[src/rtl/parity_frame_sched_if.sv]
// Request/result bundle between two frame requesters, the parity scheduler and its consumer.
// Latency: none, wires only.
// Backpressure: valid/ready on both request channels and on the result channel.
interface parity_frame_sched_if #(
    parameter int FRAME_CHARS = 16
);
    logic                     req0_valid;
    logic [FRAME_CHARS*8-1:0] req0_data;
    logic                     req0_ready;
    logic                     req1_valid;
    logic [FRAME_CHARS*8-1:0] req1_data;
    logic                     req1_ready;
    logic                     out_valid;
    logic                     out_ready;
    logic [FRAME_CHARS*8-1:0] out_data;
    logic                     out_src;
    logic                     out_err;

    // Host / stimulus side: drives frames, consumes results.
    modport master (
        output req0_valid, req0_data, req1_valid, req1_data, out_ready,
        input  req0_ready, req1_ready, out_valid, out_data, out_src, out_err
    );

    // Scheduler side.
    modport slave (
        input  req0_valid, req0_data, req1_valid, req1_data, out_ready,
        output req0_ready, req1_ready, out_valid, out_data, out_src, out_err
    );
endinterface

[src/rtl/parity_frame_sched.sv]
// Round-robin shares one serial odd-parity engine between two frame requesters, rewriting group separators.
// Latency: accept at cycle t -> out_valid at t+FRAME_CHARS+1; one frame per FRAME_CHARS+2 cycles best case.
// Backpressure: requesters see ready only in IDLE; result held stable in DONE until out_ready.
module parity_frame_sched #(
    parameter int         FRAME_CHARS = 16,
    parameter logic [7:0] SPACE_CHAR  = 8'h20
) (
    input  logic                 clk,
    input  logic                 reset,
    parity_frame_sched_if.slave  bus
);
    localparam int W     = FRAME_CHARS * 8;
    localparam int IDX_W = (FRAME_CHARS > 1) ? $clog2(FRAME_CHARS) : 1;
    localparam logic [IDX_W-1:0] LAST_IDX = IDX_W'(FRAME_CHARS - 1);

    typedef enum logic [1:0] {
        IDLE = 2'd0,
        SCAN = 2'd1,
        DONE = 2'd2
    } state_t;

    state_t           state;
    logic [W-1:0]     frame;
    logic [IDX_W-1:0] idx;
    logic             acc;
    logic             err;
    logic             src;
    logic             last_grant;

    logic             out_valid_q;
    logic [W-1:0]     out_data_q;
    logic             out_src_q;
    logic             out_err_q;

    logic             grant0;
    logic             grant1;
    logic             take;

    logic [7:0]       cur_char;
    logic [7:0]       new_char;
    logic             acc_next;
    logic             err_next;
    logic [W-1:0]     frame_next;

    // Round-robin grant: a lone requester always wins, a tie goes to whoever was not served last.
    always_comb begin
        grant0 = bus.req0_valid && (!bus.req1_valid || last_grant);
        grant1 = bus.req1_valid && !grant0;
        take   = (state == IDLE) && (grant0 || grant1);
    end

    assign bus.req0_ready = (state == IDLE) && grant0;
    assign bus.req1_ready = (state == IDLE) && grant1;

    // Per-char parity step on the char under the scan index; non-binary chars count as '0' and flag the frame.
    always_comb begin
        cur_char = frame[int'(idx)*8 +: 8];
        new_char = cur_char;
        acc_next = acc;
        err_next = err;
        if (cur_char == 8'h31) begin
            acc_next = ~acc;
        end else if (cur_char == 8'h30) begin
            acc_next = acc;
        end else if (cur_char == SPACE_CHAR) begin
            new_char = acc ? 8'h30 : 8'h31;
            acc_next = 1'b0;
        end else begin
            err_next = 1'b1;
        end
        frame_next = frame;
        frame_next[int'(idx)*8 +: 8] = new_char;
    end

    // Scheduler FSM: accept a granted frame, scan it MSB char first, then present the result until taken.
    always_ff @(posedge clk or posedge reset) begin
        if (reset) begin
            state       <= IDLE;
            frame       <= '0;
            idx         <= LAST_IDX;
            acc         <= 1'b0;
            err         <= 1'b0;
            src         <= 1'b0;
            last_grant  <= 1'b1;
            out_valid_q <= 1'b0;
            out_data_q  <= '0;
            out_src_q   <= 1'b0;
            out_err_q   <= 1'b0;
        end else begin
            case (state)
                IDLE: begin
                    if (take) begin
                        frame      <= grant0 ? bus.req0_data : bus.req1_data;
                        src        <= grant1;
                        last_grant <= grant1;
                        acc        <= 1'b0;
                        err        <= 1'b0;
                        idx        <= LAST_IDX;
                        state      <= SCAN;
                    end
                end
                SCAN: begin
                    frame <= frame_next;
                    acc   <= acc_next;
                    err   <= err_next;
                    if (idx == '0) begin
                        // Trailing chars after the last separator get no parity char.
                        acc         <= 1'b0;
                        out_valid_q <= 1'b1;
                        out_data_q  <= frame_next;
                        out_src_q   <= src;
                        out_err_q   <= err_next;
                        state       <= DONE;
                    end else begin
                        idx <= idx - 1'b1;
                    end
                end
                DONE: begin
                    if (bus.out_ready) begin
                        out_valid_q <= 1'b0;
                        state       <= IDLE;
                    end
                end
                default: begin
                    state <= IDLE;
                end
            endcase
        end
    end

    assign bus.out_valid = out_valid_q;
    assign bus.out_data  = out_data_q;
    assign bus.out_src   = out_src_q;
    assign bus.out_err   = out_err_q;
endmodule

[src/flat_wrapper.sv]
// flat-port wrapper written by rule: the top's interface ports become plain ports
module parity_frame_sched_flat 
#(
    parameter int         FRAME_CHARS = 16,
    parameter logic [7:0] SPACE_CHAR  = 8'h20
)
  (clk, reset, bus_req0_valid, bus_req0_data, bus_req1_valid, bus_req1_data, bus_out_ready, bus_req0_ready, bus_req1_ready, bus_out_valid, bus_out_data, bus_out_src, bus_out_err);
  parity_frame_sched_if #(.FRAME_CHARS(FRAME_CHARS)) bus_i ();
  input  logic clk;
  input  logic reset;
  input wire logic [$bits(bus_i.req0_valid)-1:0] bus_req0_valid;
  input wire logic [$bits(bus_i.req0_data)-1:0] bus_req0_data;
  input wire logic [$bits(bus_i.req1_valid)-1:0] bus_req1_valid;
  input wire logic [$bits(bus_i.req1_data)-1:0] bus_req1_data;
  input wire logic [$bits(bus_i.out_ready)-1:0] bus_out_ready;
  output wire logic [$bits(bus_i.req0_ready)-1:0] bus_req0_ready;
  output wire logic [$bits(bus_i.req1_ready)-1:0] bus_req1_ready;
  output wire logic [$bits(bus_i.out_valid)-1:0] bus_out_valid;
  output wire logic [$bits(bus_i.out_data)-1:0] bus_out_data;
  output wire logic [$bits(bus_i.out_src)-1:0] bus_out_src;
  output wire logic [$bits(bus_i.out_err)-1:0] bus_out_err;
  assign bus_i.req0_valid = bus_req0_valid;
  assign bus_i.req0_data = bus_req0_data;
  assign bus_i.req1_valid = bus_req1_valid;
  assign bus_i.req1_data = bus_req1_data;
  assign bus_i.out_ready = bus_out_ready;
  assign bus_req0_ready = bus_i.req0_ready;
  assign bus_req1_ready = bus_i.req1_ready;
  assign bus_out_valid = bus_i.out_valid;
  assign bus_out_data = bus_i.out_data;
  assign bus_out_src = bus_i.out_src;
  assign bus_out_err = bus_i.out_err;
  parity_frame_sched #(.FRAME_CHARS(FRAME_CHARS), .SPACE_CHAR(SPACE_CHAR)) u_core (.clk(clk), .reset(reset), .bus(bus_i));
endmodule
[config.mk]
export PLATFORM = sky130hd
export DESIGN_NAME = parity_frame_sched_flat
export DESIGN_NICKNAME = d
export VERILOG_FILES = /design/src/rtl/parity_frame_sched_if.sv /design/src/rtl/parity_frame_sched.sv /design/src/flat_wrapper.sv
export SDC_FILE = /design/constraint.sdc
export NUM_CORES = 1
export LEC_CHECK = 0
export ABC_CLOCK_PERIOD_IN_PS = 14200
export CELL_PAD_IN_SITES_DETAIL_PLACEMENT = 0
export CELL_PAD_IN_SITES_GLOBAL_PLACEMENT = 2
export CORE_MARGIN = 8
export CORE_UTILIZATION = 31
export CTS_BUF_LIST = sky130_fd_sc_hd__clkbuf_8
export DETAILED_ROUTE_END_ITERATION = 7
export GPL_TIMING_DRIVEN = 0
export HOLD_SLACK_MARGIN = 0.03
export PLACE_DENSITY = 0.9
export SETUP_SLACK_MARGIN = 0.1
export SYNTH_ARGS = -nofsm -noshare
export SYNTH_HDL_FRONTEND = slang
export SYNTH_SLANG_ARGS = --single-unit
export TNS_END_PERCENT = 1
[constraint.sdc]
create_clock -name clk -period 14.2 [get_ports clk]
set_input_delay 2.84 -clock clk [delete_from_list [all_inputs] [get_ports clk]]
set_output_delay 2.84 -clock clk [all_outputs]
set_load 0.03 [all_outputs]
* Word-level counts from Yosys, hierarchy flattened
Cells that the tools add are included.
** Word-level totals
- Bits in registers :: 269
- Latch bits :: 0
- Bits in writable memories :: 0
- ROM bits :: 0
- Input port bits :: 261
- Output and inout bits :: 133
- Word-level logic and storage cells :: 76
- Memories kept :: 0
** Operators by class
- Add/subtract/negate cells :: 2
- $mul :: 0
- Div/mod/pow operators :: 0
- Magnitude comparators :: 0
- Equal/unequal tests :: 11
- Shift-type cells :: 3
- Muxes and demuxes :: 28
- Bitwise logic cells :: 1
- Reductions and logical operators :: 20
** Operators by type and width (number)
- $mux 128 :: 2
- $pmux 128 s2 :: 1
- $bwmux 128 :: 1
- $shift 8x33->128 const A :: 1
- $shiftx 128x8->8 :: 1
- $shiftx 8x33->128 :: 1
- $neg 7->33 :: 1
- $eq 8x6->1 const B :: 3
- $mux 8 :: 3
- $mux 1 :: 11
- $reduce_and 3->1 :: 3
- $mux 4 :: 2
- $pmux 4 s2 :: 1
- $mux 2 :: 3
- $pmux 1 s2 :: 3
- $pmux 2 s3 :: 1
- $reduce_and 2->1 :: 3
- $logic_and 1x1->1 :: 5
- $logic_not 4->1 :: 1
- $ne 2x1->1 const B :: 2
- $ne 2x2->1 const B :: 2
- $ne 4x1->1 const B :: 1
- $ne 4x3->1 const B :: 1
- $reduce_and 4->1 :: 1
- other kinds (8) :: 11

* Depth between registers and ports, before layout
- Depth in word-level cells :: 9
- Mapped depth :: 14
- Gate-level depth less buffers :: 9

* Worst setup path after synthesis
No wires, ideal clock.
- Kind :: input-to-output
- Start :: input bus_req1_valid
- End :: output bus_req0_ready
- Arrival :: 4098 ps
- Required time :: 11360 ps
- Path slack :: 7262 ps
- Cell stages on the path :: 5
- Path buffers :: 2
- Cells stage by stage :: inv_1 > o21ai_0 > clkbuf_1 > clkbuf_1 > nor3_1
** Between the ends
- Word-level cells in the longest chain between the ends :: 4
** RTL lines
- start: declaration :: RTL line flat_wrapper.sv:13 : input wire logic [$bits(bus_i.req1_valid)-1:0] bus_req1_valid;
- $logic_not 1->1 :: RTL line parity_frame_sched.sv:47 : grant0 = bus.req0_valid && (!bus.req1_valid || last_grant);
- $logic_or 1x1->1 :: RTL line parity_frame_sched.sv:47
- $logic_and 1x1->1 :: RTL line parity_frame_sched.sv:47
- $logic_and 1x1->1 :: RTL line parity_frame_sched.sv:52 : assign bus.req0_ready = (state == IDLE) && grant0;
- end: declaration :: RTL line flat_wrapper.sv:16 : output wire logic [$bits(bus_i.req0_ready)-1:0] bus_req0_ready;
Every way passes these cells.

* Worst setup path in the final report
- Start :: input bus_req1_valid
- End :: output bus_req1_ready
** Between the ends
- Word-level cells in the longest chain between the ends :: 6
** RTL lines
- $logic_not 1->1 :: RTL line parity_frame_sched.sv:47
- $logic_or 1x1->1 :: RTL line parity_frame_sched.sv:47
- $logic_and 1x1->1 :: RTL line parity_frame_sched.sv:47
- $logic_not 1->1 :: RTL line parity_frame_sched.sv:48 : grant1 = bus.req1_valid && !grant0;
- $logic_and 1x1->1 * :: RTL line parity_frame_sched.sv:48
- $logic_and 1x1->1 * :: RTL line parity_frame_sched.sv:53 : assign bus.req1_ready = (state == IDLE) && grant1;
- end: declaration :: RTL line flat_wrapper.sv:17 : output wire logic [$bits(bus_i.req1_ready)-1:0] bus_req1_ready;
Mark *: on every way between the ends. The rest lies on a longest branch, timed or not.

==> impl_metrics.ini <==
[cts]
clock-sinks = 269
htreeDepth = 2
cts_buffer_depth = 3
cts_setup_buffers = 0
cts_tree = yes
clkLatencyLatePin_ps = 590
root_buffer = clkbuf_8
cts_buffers = 47
cts-resized-gates = 0
clk_pin_slew_ps = 60
ctsHoldBuffers = 0

[synth]
synth.avg_cell_area_um2 = 8.594
synth_area_mm2 = 0.01421
yosys.cell_types.count = 57
synth_edf_count = 0
ys_seq_area_frac = 0.4740
synth_nets = 1919
ys.flop_type = dfrtp_1
async_flop_share = 1.000
synth-seq-cells = 269
syn_inst = 1654
ys_warn_count = 0

[critical_path]
critPathMaxFanout = 10
crit_buf_inv = 5
path_cells = clkdlybuf4s50_1 > inv_1 > o21ai_0 > clkbuf_1 > clkbuf_1 > and3_1 > clkdlybuf4s50_1
worst_path_max_delay_cell = clkbuf_1
critPathMaxStageDelay_ps = 920
crit_path_end_kind = output pin
start_kind = input pin
critPathRequiredTime_ps = 11360
path_class = input pin to output pin
arrival_ps = 5980
crit_family = buffers and inverters

[timing]
maxSlewHeadroom = -0.007327
post-route-min-period_ps = 8820
setup_viol = 0
min_period_over_period = 0.6211
max_freq_ghz = 0.1134
slew_violations = 11
rsz0062_at_grt = no
finalHoldViolCount = 0
postLayoutSetupSlackWorst_ps = 5380
worst_clock_skew_ps = 25.10
worst_slew_pin_slew_ps = 1505
fin_setup_tns_ps = 0

[die]
die_x_um = 230.1
coreArea_mm2 = 0.04528
std_cell_rows = 78
io_pins = 394
die_area_mm2 = 0.05296
fp.dieH_um = 230.1
start_util = 0.3139

[detailed_routing]
drcViolationCount = 0
vias = 14970
vias_per_cell = 5.476
finalWirelength_um = 73130
drt_pre_antenna_iters = 5
drtIter0Drc = 1348
ant_nets = 0
wire_per_inst_um = 26.76

[power_and_ir_drop]
power.leakage_nw = 8.513
p_switching_mw = 2.699
power.total_mw = 5.299
p_per_area_mw_per_mm2 = 265.5
peakVddDrop_v = 0.00009377
internal-power_mw = 2.601
p_sw_frac = 0.5092
p_seq_frac = 0.266
p_comb_frac = 0.592
clkPwrFrac = 0.142

[status]
status = finished, violations left
violations = capacitance limit, slew limit

[placed_design]
portBuffers = 393
gp_congestion = 0.9351
place_ws_ps = 5383
placed_cells = 2649
place.detailed.hpwl_um = 57520

[grt]
grt_max_degree = 111
grtUsageTotal = 0.2663
grt_pass1_wl_um = 104700
antenna_found_initial = 0
gr-total-overflow = 0
grt_pass1_vias = 15080

[final_layout]
utilization = 0.4408
num-nets-final = 2363
drive_gt1_frac = 0.06423
fill_cells = 4651
mostFrequentLayoutCell = nand2_1
final_cell_mix = nand2_1, clkdlybuf4s50_1, dfrtp_1, a21oi_1, o21ai_0
area_growth_pct = 40.43
final-instance-count-excl-fill = 2733
antenna_cells = 0

[hold_path]
worstHoldPathType = flip-flop to flip-flop

[job]
cap_violations = 1
cell type report:
| class | count | area, µm² | area share |
|---|---|---|---|
| plain buffers | 126 | 521.8 | 0.02614 |
| clock inverters | 19 | 100.1 | 0.005014 |
| repair buffers | 395 | 3989 | 0.1998 |
| flip-flops and latches | 269 | 6738 | 0.3375 |
| inverters | 9 | 41.29 | 0.002068 |
| well taps | 600 | 750.7 | 0.03761 |
| clock buffers | 65 | 894.6 | 0.04482 |
| multi-input cells | 1250 | 6927 | 0.3470 |
stage by stage:
step / area (µm²) / hold slack [ps]
after floorplan: 14210 / 439.5
after global placement: 18900 / 457.5
after detailed placement: 18970 / 463.4
after CTS: 19960 / 476.0
after global routing: 19960 / 498.7
final: 19960 / 476.3
kinds of logic (layout without fill, tap and decap cells):
family	after synthesis	count (layout)	share of synthesized area
compound gates	461	461	0.1955
fa+ha+maj	4	4	0.003521
xor+xnor	2	2	0.001233
buf+inv	135	614	0.03908
mux	72	72	0.07983
flops	269	269	0.4740
simple gates	711	711	0.2068
Yosys cell counts (2+ instances only):
cell        n  area [µm²]
buf_6       5       56.30
a21oi_1   185       925.9
or3_1       4       25.02
nor2_1     76       285.3
a221o_1    40       400.4
a31oi_1    29       181.4
nor3_1     32       160.2
nand3_1    22       110.1
dfstp_2     5       131.4
o31a_1      2       17.52
nand4_1     4       25.02
o21ai_1    27       135.1
ha_1        4       50.05
dfrtp_1   264        6606
or2_2       5       31.28
buf_1       6       22.52
and2_1      9       56.30
o221ai_1   12       105.1
and3_1      7       43.79
a22o_1     10       87.58
a32oi_1     3       26.28
and3b_1     2       17.52
mux2i_1    38       380.4
nand2b_1    5       31.28
a22oi_1     7       52.55
o31ai_1     7       52.55
clkbuf_1  108       405.4
nor2_2      3       18.77
and4_1      2       17.52
mux4_2     33       743.2
inv_1       9       33.78
a32o_1      2       20.02
a31oi_4     2       42.54
buf_2       6       30.03
nand2_1   514        1929
o22ai_1     8       50.05
o21ai_0   118       590.6
nor2b_1    17       106.4
a21o_1      4       30.03
path summary, 6_finish.rpt:
kind,startpoint,to,slack (ps),cells after the start
max,bus_req1_valid,bus_req1_ready,5380,7
min,u_core.src$_DFFE_PP0P_,u_core.bus.out_src$_DFFE_PP0P_,480,2
max reg2reg,u_core.idx[1]$_DFFE_PP1P_,u_core.bus.out_data[79]$_DFFE_PP0P_,8960,11
min reg2reg,u_core.src$_DFFE_PP0P_,u_core.bus.out_src$_DFFE_PP0P_,480,2
max in group asynchronous,reset,u_core.src$_DFFE_PP0P_,10600,3
min in group asynchronous,reset,u_core.bus.out_data[27]$_DFFE_PP0P_,2680,2
state kept, by name, indices dropped and copies added, names as in the netlist:
register              count
u_core.bus.out_valid      1
u_core.bus.out_err        1
u_core.bus.out_data     128
u_core.err                1
u_core.acc                1
u_core.state              2
u_core.bus.out_src        1
u_core.src                1
u_core.last_grant         1
u_core.frame            128
u_core.idx                4
routing by layer:
metal  global-route usage  routed length, µm  vias to the layer above
li1                     -                  -                     6687
met1               0.3482              30970                     7466
met4              0.07464               1991                        0
met5                    0                  0                        -
met3              0.06316               5877                      118
met2               0.4360              34300                      696
worst reg2reg max path, stage by stage, from the launching register on:
cell and delay [ps]:
dfstp_2 530, buf_2 290, buf_2 400, buf_2 440, inv_1 130, ha_1 290, clkbuf_1 380, clkbuf_1 650
nand2_1 450, a21oi_1 1050, mux2i_1 290, o21ai_0 240
power groups by stage:
| stage | clock, mW | combinational [mW] | sequential (mW) |
|---|---|---|---|
| finish | 0.754 | 3.14 | 1.41 |
| global route | 0.800 | 3.31 | 1.44 |
| CTS | 0.764 | 3.11 | 1.40 |
| detailed placement | 0 | 3.10 | 1.41 |
| global placement | 0 | 3.07 | 1.40 |
| floorplan | 0 | 1.49 | 1.62 |
No activity file was read; power rests on OpenSTA's default activity.
